$ cat src/rtl/sfx_request_queue.sv
`default_nettype none
// ---------------------------------------------------------------------------
// sfx_request_queue : edge-triggered fire/hit sound requests queued in a small
// FIFO and paced to a downstream player. Optional macro: SFX_COALESCE_EN.
// Revision: 1.0
// ---------------------------------------------------------------------------
module sfx_request_queue #(
  parameter int DEPTH       = 4,
  parameter int GAP_CYCLES  = 100_000,
  parameter int ACK_TIMEOUT = 16
) (
  input  logic                   clk,
  input  logic                   reset,
  input  logic                   fire_req,
  input  logic                   hit_req,
  input  logic                   busy,
  input  logic                   clr_ovf,
  output logic                   play,
  output logic [1:0]             code,
  output logic [$clog2(DEPTH):0] pending,
  output logic                   overflow
);

  localparam int AW      = $clog2(DEPTH);
  localparam int CNT_MAX = (GAP_CYCLES > ACK_TIMEOUT) ? GAP_CYCLES : ACK_TIMEOUT;
  localparam int CW      = $clog2(CNT_MAX + 1);

  localparam logic [CW-1:0] GAP_LAST  = CW'(GAP_CYCLES - 1);
  localparam logic [CW-1:0] ACK_LAST  = CW'(ACK_TIMEOUT - 1);
  localparam logic [AW:0]   FULL_CNT  = (AW+1)'(DEPTH);
  localparam logic [1:0]    CODE_FIRE = 2'b01;
  localparam logic [1:0]    CODE_HIT  = 2'b10;

  generate
    if (DEPTH < 2 || DEPTH > 16 || (DEPTH & (DEPTH - 1)) != 0) begin : g_bad_depth
      $error("sfx_request_queue: DEPTH must be a power of two in 2..16");
    end
  endgenerate

  typedef enum logic [2:0] {
    S_IDLE  = 3'd0,
    S_ISSUE = 3'd1,
    S_ACK   = 3'd2,
    S_PLAY  = 3'd3,
    S_GAP   = 3'd4
  } state_t;

  state_t        state_q, state_d;
  logic [AW-1:0] rd_ptr_q, rd_ptr_d;
  logic [AW-1:0] wr_ptr_q, wr_ptr_d;
  logic [AW:0]   count_q, count_d;
  logic [CW-1:0] cnt_q, cnt_d;
  logic          play_q, play_d;
  logic [1:0]    code_q, code_d;
  logic          ovf_q, ovf_d;
  logic          fire_prev_q, fire_prev_d;
  logic          hit_prev_q, hit_prev_d;
  logic          armed_q, armed_d;
  logic [1:0]    mem_q [DEPTH];

  logic          fire_edge, hit_edge;
  logic          fire_keep, hit_keep;
  logic          push_hit, push_fire, drop, pop;
  logic [AW:0]   free_slots;
  logic [AW-1:0] fire_idx;

  // armed_q masks the first clock after reset so a level held across release is not an edge.
  assign fire_edge = armed_q & fire_req & ~fire_prev_q;
  assign hit_edge  = armed_q & hit_req  & ~hit_prev_q;
  assign pop       = (state_q == S_ISSUE);

`ifdef SFX_COALESCE_EN
  logic [AW-1:0] newest_idx;
  logic          newest_hit, newest_fire;

  always_comb begin
    newest_idx  = wr_ptr_q - AW'(1);
    newest_hit  = (count_q != '0) && (mem_q[newest_idx] == CODE_HIT);
    newest_fire = (count_q != '0) && (mem_q[newest_idx] == CODE_FIRE);
    hit_keep    = hit_edge & ~newest_hit;
    // A kept hit becomes the newest entry, so the fire behind it is never a duplicate.
    fire_keep   = fire_edge & (hit_keep | ~newest_fire);
  end
`else
  assign hit_keep  = hit_edge;
  assign fire_keep = fire_edge;
`endif

  always_comb begin
    free_slots = FULL_CNT - count_q + (AW+1)'(pop);
    push_hit   = 1'b0;
    push_fire  = 1'b0;
    drop       = 1'b0;
    // Hit takes the first free slot; fire only gets one if another remains.
    if (hit_keep) begin
      if (free_slots != '0) push_hit = 1'b1;
      else                  drop     = 1'b1;
    end
    if (fire_keep) begin
      if (free_slots > (AW+1)'(push_hit)) push_fire = 1'b1;
      else                                drop      = 1'b1;
    end
    fire_idx    = wr_ptr_q + AW'(push_hit);
    wr_ptr_d    = wr_ptr_q + AW'(push_hit) + AW'(push_fire);
    rd_ptr_d    = rd_ptr_q + AW'(pop);
    count_d     = count_q + (AW+1)'(push_hit) + (AW+1)'(push_fire) - (AW+1)'(pop);
    ovf_d       = clr_ovf ? 1'b0 : (ovf_q | drop);
    fire_prev_d = fire_req;
    hit_prev_d  = hit_req;
    armed_d     = 1'b1;
  end

  always_comb begin
    state_d = state_q;
    cnt_d   = cnt_q;
    play_d  = 1'b0;
    code_d  = code_q;
    case (state_q)
      S_IDLE: begin
        if (count_q != '0) begin
          state_d = S_ISSUE;
          play_d  = 1'b1;
          code_d  = mem_q[rd_ptr_q];
        end
      end
      S_ISSUE: begin
        state_d = S_ACK;
        cnt_d   = '0;
      end
      S_ACK: begin
        if (busy) begin
          state_d = S_PLAY;
        end else if (cnt_q == ACK_LAST) begin
          state_d = S_GAP;
          cnt_d   = '0;
        end else begin
          cnt_d = cnt_q + CW'(1);
        end
      end
      S_PLAY: begin
        if (!busy) begin
          state_d = S_GAP;
          cnt_d   = '0;
        end
      end
      S_GAP: begin
        if (cnt_q == GAP_LAST) state_d = S_IDLE;
        else                   cnt_d   = cnt_q + CW'(1);
      end
      default: state_d = S_IDLE;
    endcase
  end

  // Storage carries no reset: entries are only read while count_q says they are valid.
  always_ff @(posedge clk) begin
    if (push_hit)  mem_q[wr_ptr_q] <= CODE_HIT;
    if (push_fire) mem_q[fire_idx] <= CODE_FIRE;
  end

  always_ff @(posedge clk or negedge reset) begin
    if (!reset) begin
      state_q     <= S_IDLE;
      rd_ptr_q    <= '0;
      wr_ptr_q    <= '0;
      count_q     <= '0;
      cnt_q       <= '0;
      play_q      <= 1'b0;
      code_q      <= 2'b00;
      ovf_q       <= 1'b0;
      fire_prev_q <= 1'b0;
      hit_prev_q  <= 1'b0;
      armed_q     <= 1'b0;
    end else begin
      state_q     <= state_d;
      rd_ptr_q    <= rd_ptr_d;
      wr_ptr_q    <= wr_ptr_d;
      count_q     <= count_d;
      cnt_q       <= cnt_d;
      play_q      <= play_d;
      code_q      <= code_d;
      ovf_q       <= ovf_d;
      fire_prev_q <= fire_prev_d;
      hit_prev_q  <= hit_prev_d;
      armed_q     <= armed_d;
    end
  end

  assign play     = play_q;
  assign code     = code_q;
  assign pending  = count_q;
  assign overflow = ovf_q;

endmodule
`default_nettype wire

$ cat config.mk
export PLATFORM = sky130hd
export DESIGN_NAME = sfx_request_queue
export DESIGN_NICKNAME = d
export VERILOG_FILES = /design/src/rtl/sfx_request_queue.sv
export SDC_FILE = /design/constraint.sdc
export NUM_CORES = 1
export LEC_CHECK = 0
export CORE_MARGIN = 2
export CORE_UTILIZATION = 45
export CTS_BUF_LIST = sky130_fd_sc_hd__clkbuf_16
export DETAILED_ROUTE_END_ITERATION = 8
export GPL_ROUTABILITY_DRIVEN = 1
export PLACE_DENSITY_LB_ADDON = 0.1
export SLEW_MARGIN = 20
export SYNTH_ARGS = -nofsm -noshare
export SYNTH_HDL_FRONTEND = slang
export SYNTH_SLANG_ARGS = --single-unit
$ cat constraint.sdc
create_clock -name clk -period 3.7 [get_ports clk]
set_input_delay 1.11 -clock clk [delete_from_list [all_inputs] [get_ports clk]]
set_output_delay 1.11 -clock clk [all_outputs]
set_load 0.02 [all_outputs]
After elaboration in Yosys (flattened, before gate mapping). Memory sizes are Yosys's and may differ from the RTL's. A register that Yosys moved wholly into a read port is not among the register bits. Cells that the tools add are included. Widths: inputs -> output; s select.

Flip-flop bits (word level): 32. RAM bits: 8. Bits of input ports: 6. Output and inout bits: 7. Logic and storage cells: 74. Memories kept: 1.

Memories: mem_q (words 4, width 2, rd ports 1, clocked after memory_dff 1, wr ports 2, RTL line 59) `logic [1:0] mem_q [DEPTH];`.

Add/sub/neg operators: 9. $lt $le $gt $ge: 1. Equal/unequal tests: 12. Multiplexer cells: 26. Bitwise logic cells: 7. Reductions and logical operators: 8.

Operator list (number): $mux 17 (4); $pmux 17 s4 (1); $add 17x1->17 const B (1); $eq 17x17->1 const B (1); $eq 17x4->1 const B (1); $mux 1 (15); $mux 3 (5); $pmux 3 s5 (1); $ne 2x2->1 const B (5); $add 3x1->3 (3); $reduce_and 4->1 (2); $add 2x1->2 (3); $eq 3x2->1 const B (2); $reduce_bool 3->1 (2); $and 1x1->1 (4); $reduce_bool 4->1 (1); $eq 3x1->1 const B (1); $eq 3x3->1 const B (1); $gt 3x1->1 (1); $logic_not 3->1 (1); $ne 3x3->1 const B (1); $sub 3x1->3 (1); $sub 3x3->3 const A (1); $not 1->1 (2); other kinds (3) (3).

Logic depth before layout (Yosys ltp).
Depth after elaboration: 10. Depth in mapped cells: 19. Mapped depth without buffers: 18.

Least setup slack after synthesis. No wires, ideal clock.

Kind: reg-to-reg. From: register state_q[1]. To: register count_q[2], in the netlist pending[2]. Arrival: 3341 ps. Setup slack: 228 ps. Cell stages (with the launch flop): 20. Path through: dfrtp_1 > buf_2 > inv_1 > nand3_1 > ha_1 > inv_1 > ha_1 > xor2_1 > nor2_1 > a21oi_1 > ha_1 > o21a_1 > nand2b_1 > inv_1 > xnor2_1 > ha_1 > o21bai_1 > fa_1 > xor2_1 > xnor2_1.

Cells in the longest elaborated chain, start to end: 10. Elaborated cells between the ends (all ways): 11. Those cells by class: add/sub (4); order compare (1); eq/ne (1); mux (4); reduce/logical (1).

RTL lines: start, declared (RTL line 48) `state_t state_q, state_d;`; start signal, assigned (RTL line 174) `state_q <= state_d;`; $eq 3x1->1 * (RTL line 70) `assign pop = (state_q == S_ISSUE);`; $add 3x1->3 (RTL line 90) `free_slots = FULL_CNT - count_q + (AW+1)'(pop);`; $reduce_bool 3->1 (RTL line 96) `if (free_slots != '0) push_hit = 1'b1;`; $mux 1 (RTL line 96); $mux 1 (RTL line 95) `if (hit_keep) begin`; $gt 3x1->1 (RTL line 100) `if (free_slots > (AW+1)'(push_hit)) push_fire = 1'b1;`; $mux 1 (RTL line 100); $mux 1 (RTL line 99) `if (fire_keep) begin`; $add 3x1->3 (RTL line 106) `count_d = count_q + (AW+1)'(push_hit) + (AW+1)'(push_fire) - (AW+1)'(pop);`; $sub 3x1->3 * (RTL line 106); via count_d[2] (RTL line 51) `logic [AW:0] count_q, count_d;`; end signal, assigned (RTL line 177) `count_q <= count_d;`; end, declared (RTL line 51).

The timed path passes the listed nets; every way through them passes the cells marked *. A chain may end at the register's enable or synchronous reset.

Worst setup path after layout.
From: input hit_req. To: register count_q[2], in the netlist pending[2].

Cells in the longest elaborated chain, start to end: 8. Elaborated cells between the ends (all ways): 9. Those cells by class: add/sub (3); order compare (1); mux (3); bitwise (2).

RTL lines: start, declared (RTL line 15) `input logic hit_req,`; $and 1x1->1 * (2 in a row) (RTL line 69) `assign hit_edge = armed_q & hit_req & ~hit_prev_q;`; $mux 1 * (RTL line 95); $gt 3x1->1 (RTL line 100); $mux 1 (RTL line 100); $mux 1 (RTL line 99); $add 3x1->3 * (RTL line 106); $sub 3x1->3 * (RTL line 106); via count_d[2] (RTL line 51).

Marks and branches as above.

==> flow_summary_export.csv <==
group,metric,value,unit
worst_setup_path,path_cells,"clkdlybuf4s50_1, nand3b_1, a21oi_2, ha_1, o21a_1, nand2b_1, inv_1, xnor2_1, ha_1, o21bai_1, fa_1, xor2_1, xnor2_1",
timing,finalCritPeriodShare,92.29,%
worst_setup_path,cp_max_fo,2,
worst_setup_path,crit_family,"adder cells",
pwr,p_clk_share,21.5,%
synth,synthDistinctLibCells,53,
worst_setup_path,cpMaxStageDelayCell,"clkdlybuf4s50_1",
detailed_routing,drtIter0Drc,145,
clocking,clk_latency,0.28,ns
final_layout,ff_latch_area,1011,µm²
worst_hold_path,hold_class,"flip-flop to flip-flop",
worst_setup_path,crit_path_end_kind,"flip-flop",
synth,synth_cells,215,
synth,synth_area_leaders,"dfrtp_1, dfxtp_1, ha_1",
synth,synth_area,2186,µm²
synth,synth_area_leader_cell,"dfrtp_1",
clocking,htreeDepth,2,
detailed_routing,antenna_left,0,
clocking,clock_sinks,42,
synth,synth_ff_type,"dfrtp_1",
global_route,busiest_layer,"met2",
worst_setup_path,path_class,"input pin to flip-flop",
worst_setup_path,slowest_delay,0.48,ns
pwr,fin_total_pwr,0.002045,W
global_route,grt.overflow.total,0,
pwr,switching_share,38.95,%
run_status,status,"finished, final reports clean",
die,start_util,46.59,%
synth,synth_seq_cells,42,
clocking,numCtsBuffers,5,
timing,final_hold_viol_count,0,
global_route,grt_max_degree,35,
placement,gp_congestion,0.8142,
detailed_routing,dr_total_vias,1707,
clocking,cts_tree,"done",
global_route,grt_usage,18.55,%
worst_setup_path,path_buf_inv,2,
clocking,clockBufferDepth,2,
worst_setup_path,cp.required,3.86,ns
detailed_routing,routed_wl,4.526,mm
detailed_routing,route.detailed.wl_per_inst,15.66,µm
global_route,antenna_found_initial,0,
global_route,use_met1,26.59,%
synth,yosys_warnings,0,
final_layout,antenna_cells,0,
pwr,p_leak,1.107,nW
final_layout,final_net_count,250,
final_layout,post_route_cells_drive_above_1_share,11.49,%
synth,synth_seq_area_share,46.25,%
timing,skew,0.007522,ns
die,core_area,4692,µm²
die,ios,13,
clocking,cts_hold_buf,0,
synth,async_reset_ff_share,80.95,%
final_layout,layout_commonest_cell,"dfrtp_1",
timing,rsz0062_at_grt,"false",
final_layout,areaGrowthSynthToFinish,16.08,%
global_route,grt_pass1_wl,7.769,mm
timing,setup_viol,0,
global_route,grtUsageMet2,29.17,%
pwr,comb_power_share,44.0,%
worst_setup_path,cp.arrival,3.58,ns
synth,synth_edf_count,0,
synth,synth_nets,231,
global_route,use_met3,2.881,%
placement,place.detailed.hpwl,3.268,mm
pwr,power.switching,0.0007963,W
die,die_area,5431,µm²
clocking,root_buffer,"clkbuf_16",
placement,portBuffers,12,
timing,maxSlewViolCount,0,
detailed_routing,viasPerCell,5.907,
die,die_x,73.70,µm
timing,tightest_slew,0.7687,ns
run,drv_cap,0,
timing,timing.fmax,0.2928,GHz
synth,synth.avg_cell_area,10.17,µm²
timing,slew_headroom,48.64,%
final_layout,multi_input_area,1096,µm²
pwr,sequentialPowerShare,34.5,%
synth,synth_top_area_share,38.92,%
die,num_rows,25,
final_layout,layout.cells.most_common_list,"dfrtp_1, nand2_1, nor2_1, inv_1, nand3_1",
global_route,grt_pass1_vias,1630,
final_layout,fill_cells,422,
pwr,p_per_area,805.8,nW/µm²
die,die-height,73.70,µm
detailed_routing,drt_pass1_iterations,4,
worst_setup_path,critical_path.startpoint_type,"input pin",
clocking,clkTransAtPathRegs,0.06,ns
pwr,peakVddDrop,0.0005774,V
timing,finalCriticalPeriod,3.415,ns
final_layout,fin_util,54.08,%
pwr,p_int,0.001248,W
detailed_routing,drc,0,
==> final cells by class <==
class / instances / share of cell area (%)
timing repair buffer: 17 / 6.213
tap: 54 / 2.663
multi-input combinational: 153 / 43.20
inverter: 15 / 2.219
clock inverter: 3 / 0.9369
sequential: 42 / 39.84
clock buffer: 5 / 4.931
==> sequential cells by signal, summed over array words and instances (netlist names) <==
| name | count |
|---|---|
| wr_ptr_q | 2 |
| overflow | 1 |
| fire_prev_q | 1 |
| cnt_q | 17 |
| code | 2 |
| hit_prev_q | 1 |
| state_q | 3 |
| play | 1 |
| armed_q | 1 |
| mem_q | 8 |
| rd_ptr_q | 2 |
| pending | 3 |
==> Yosys cell counts, drive strengths merged (3+ instances only) <==
master,count
a22o,6
inv,15
o31ai,5
nor2,17
buf,3
a21oi,7
nand3,13
a2bb2oi,5
xnor2,4
nand4,5
xor2,4
o21ai,7
o21bai,3
o41ai,3
and3,5
dfxtp,8
dfrtp,34
nor3,4
nand2,19
ha,9
a21o,5
==> power groups by stage <==
stage	registers [W]	logic, W	clock network, W
floorplan	0.000719	0.000619	0
global placement	0.000708	0.000851	0
detailed placement	0.000712	0.000890	0
CTS	0.000705	0.000892	0.000450
global route	0.000729	0.00100	0.000466
finish	0.000706	0.000899	0.000439
==> layer usage <==
metal | up-vias | part of all wire [%]
met2 | 42 | 47
met1 | 831 | 48
met3 | 5 | 4.1
li1 | 829 | -
met5 | - | 0
met4 | 0 | 1.1
==> cell families after synthesis <==
family	after synthesis	synth area share, %
AND/OR/NAND/NOR	76	17.75
AO/OA/AOI/OAI	54	19.58
flip-flops	42	46.25
buffers and inverters	20	3.892
adder cells (fa/ha/maj)	10	6.068
XOR/XNOR	8	3.205
multiplexers	4	3.091
other	1	0.1716
==> worst reg2reg max path, cell delays in order (launching register included) <==
cell      delay [ns]
dfrtp_1         0.43
inv_2           0.13
nand3_1         0.11
ha_1            0.21
inv_1           0.06
ha_1            0.16
xor2_1          0.19
nor2_2          0.08
a21oi_2         0.16
ha_1            0.24
o21a_1          0.18
nand2b_1        0.16
inv_1           0.09
xnor2_1         0.07
ha_1            0.17
o21bai_1        0.16
fa_1            0.37
xor2_1          0.17
xnor2_1         0.13
==> through the flow <==
step	setup slack [ns]	area [µm²]	setup TNS [ns]	hold slack, ns	instances
after global routing	0.02744	2537	0	0.4793	289
after detailed placement	-0.05816	2382	-0.05816	0.4464	281
after global placement	0.02535	2382	0	0.4400	281
after floorplan	0.2277	2186	0	0.4206	215
final	0.2852	2537	0	0.4523	289
after CTS	0.2019	2531	0	0.4566	289
==> path summary, 6_finish.rpt <==
path | from | to | slack, ns | depth (start not counted)
worst max-delay path | hit_req | pending[2]$_DFF_PN0_ | 0.29 | 13
worst min-delay path | mem_q[3][1]$_SDFFE_PP0P_ | mem_q[3][1]$_SDFFE_PP0P_ | 0.45 | 2
worst max register to register | state_q[2]$_DFFE_PN0P_ | pending[2]$_DFF_PN0_ | 0.32 | 18
worst min register to register | mem_q[3][1]$_SDFFE_PP0P_ | mem_q[3][1]$_SDFFE_PP0P_ | 0.45 | 2
max in group asynchronous | reset | cnt_q[11]$_DFFE_PN0P_ | 2.13 | 2
min in group asynchronous | reset | cnt_q[0]$_DFFE_PN0P_ | 1.23 | 2
==> what timing repair did <==
action,in CTS,in global routing
resized for setup,0,3
endpoints found under the setup margin,0,1
setup buffers,0,0
Note: power is estimated with default switching activity, not from simulation.
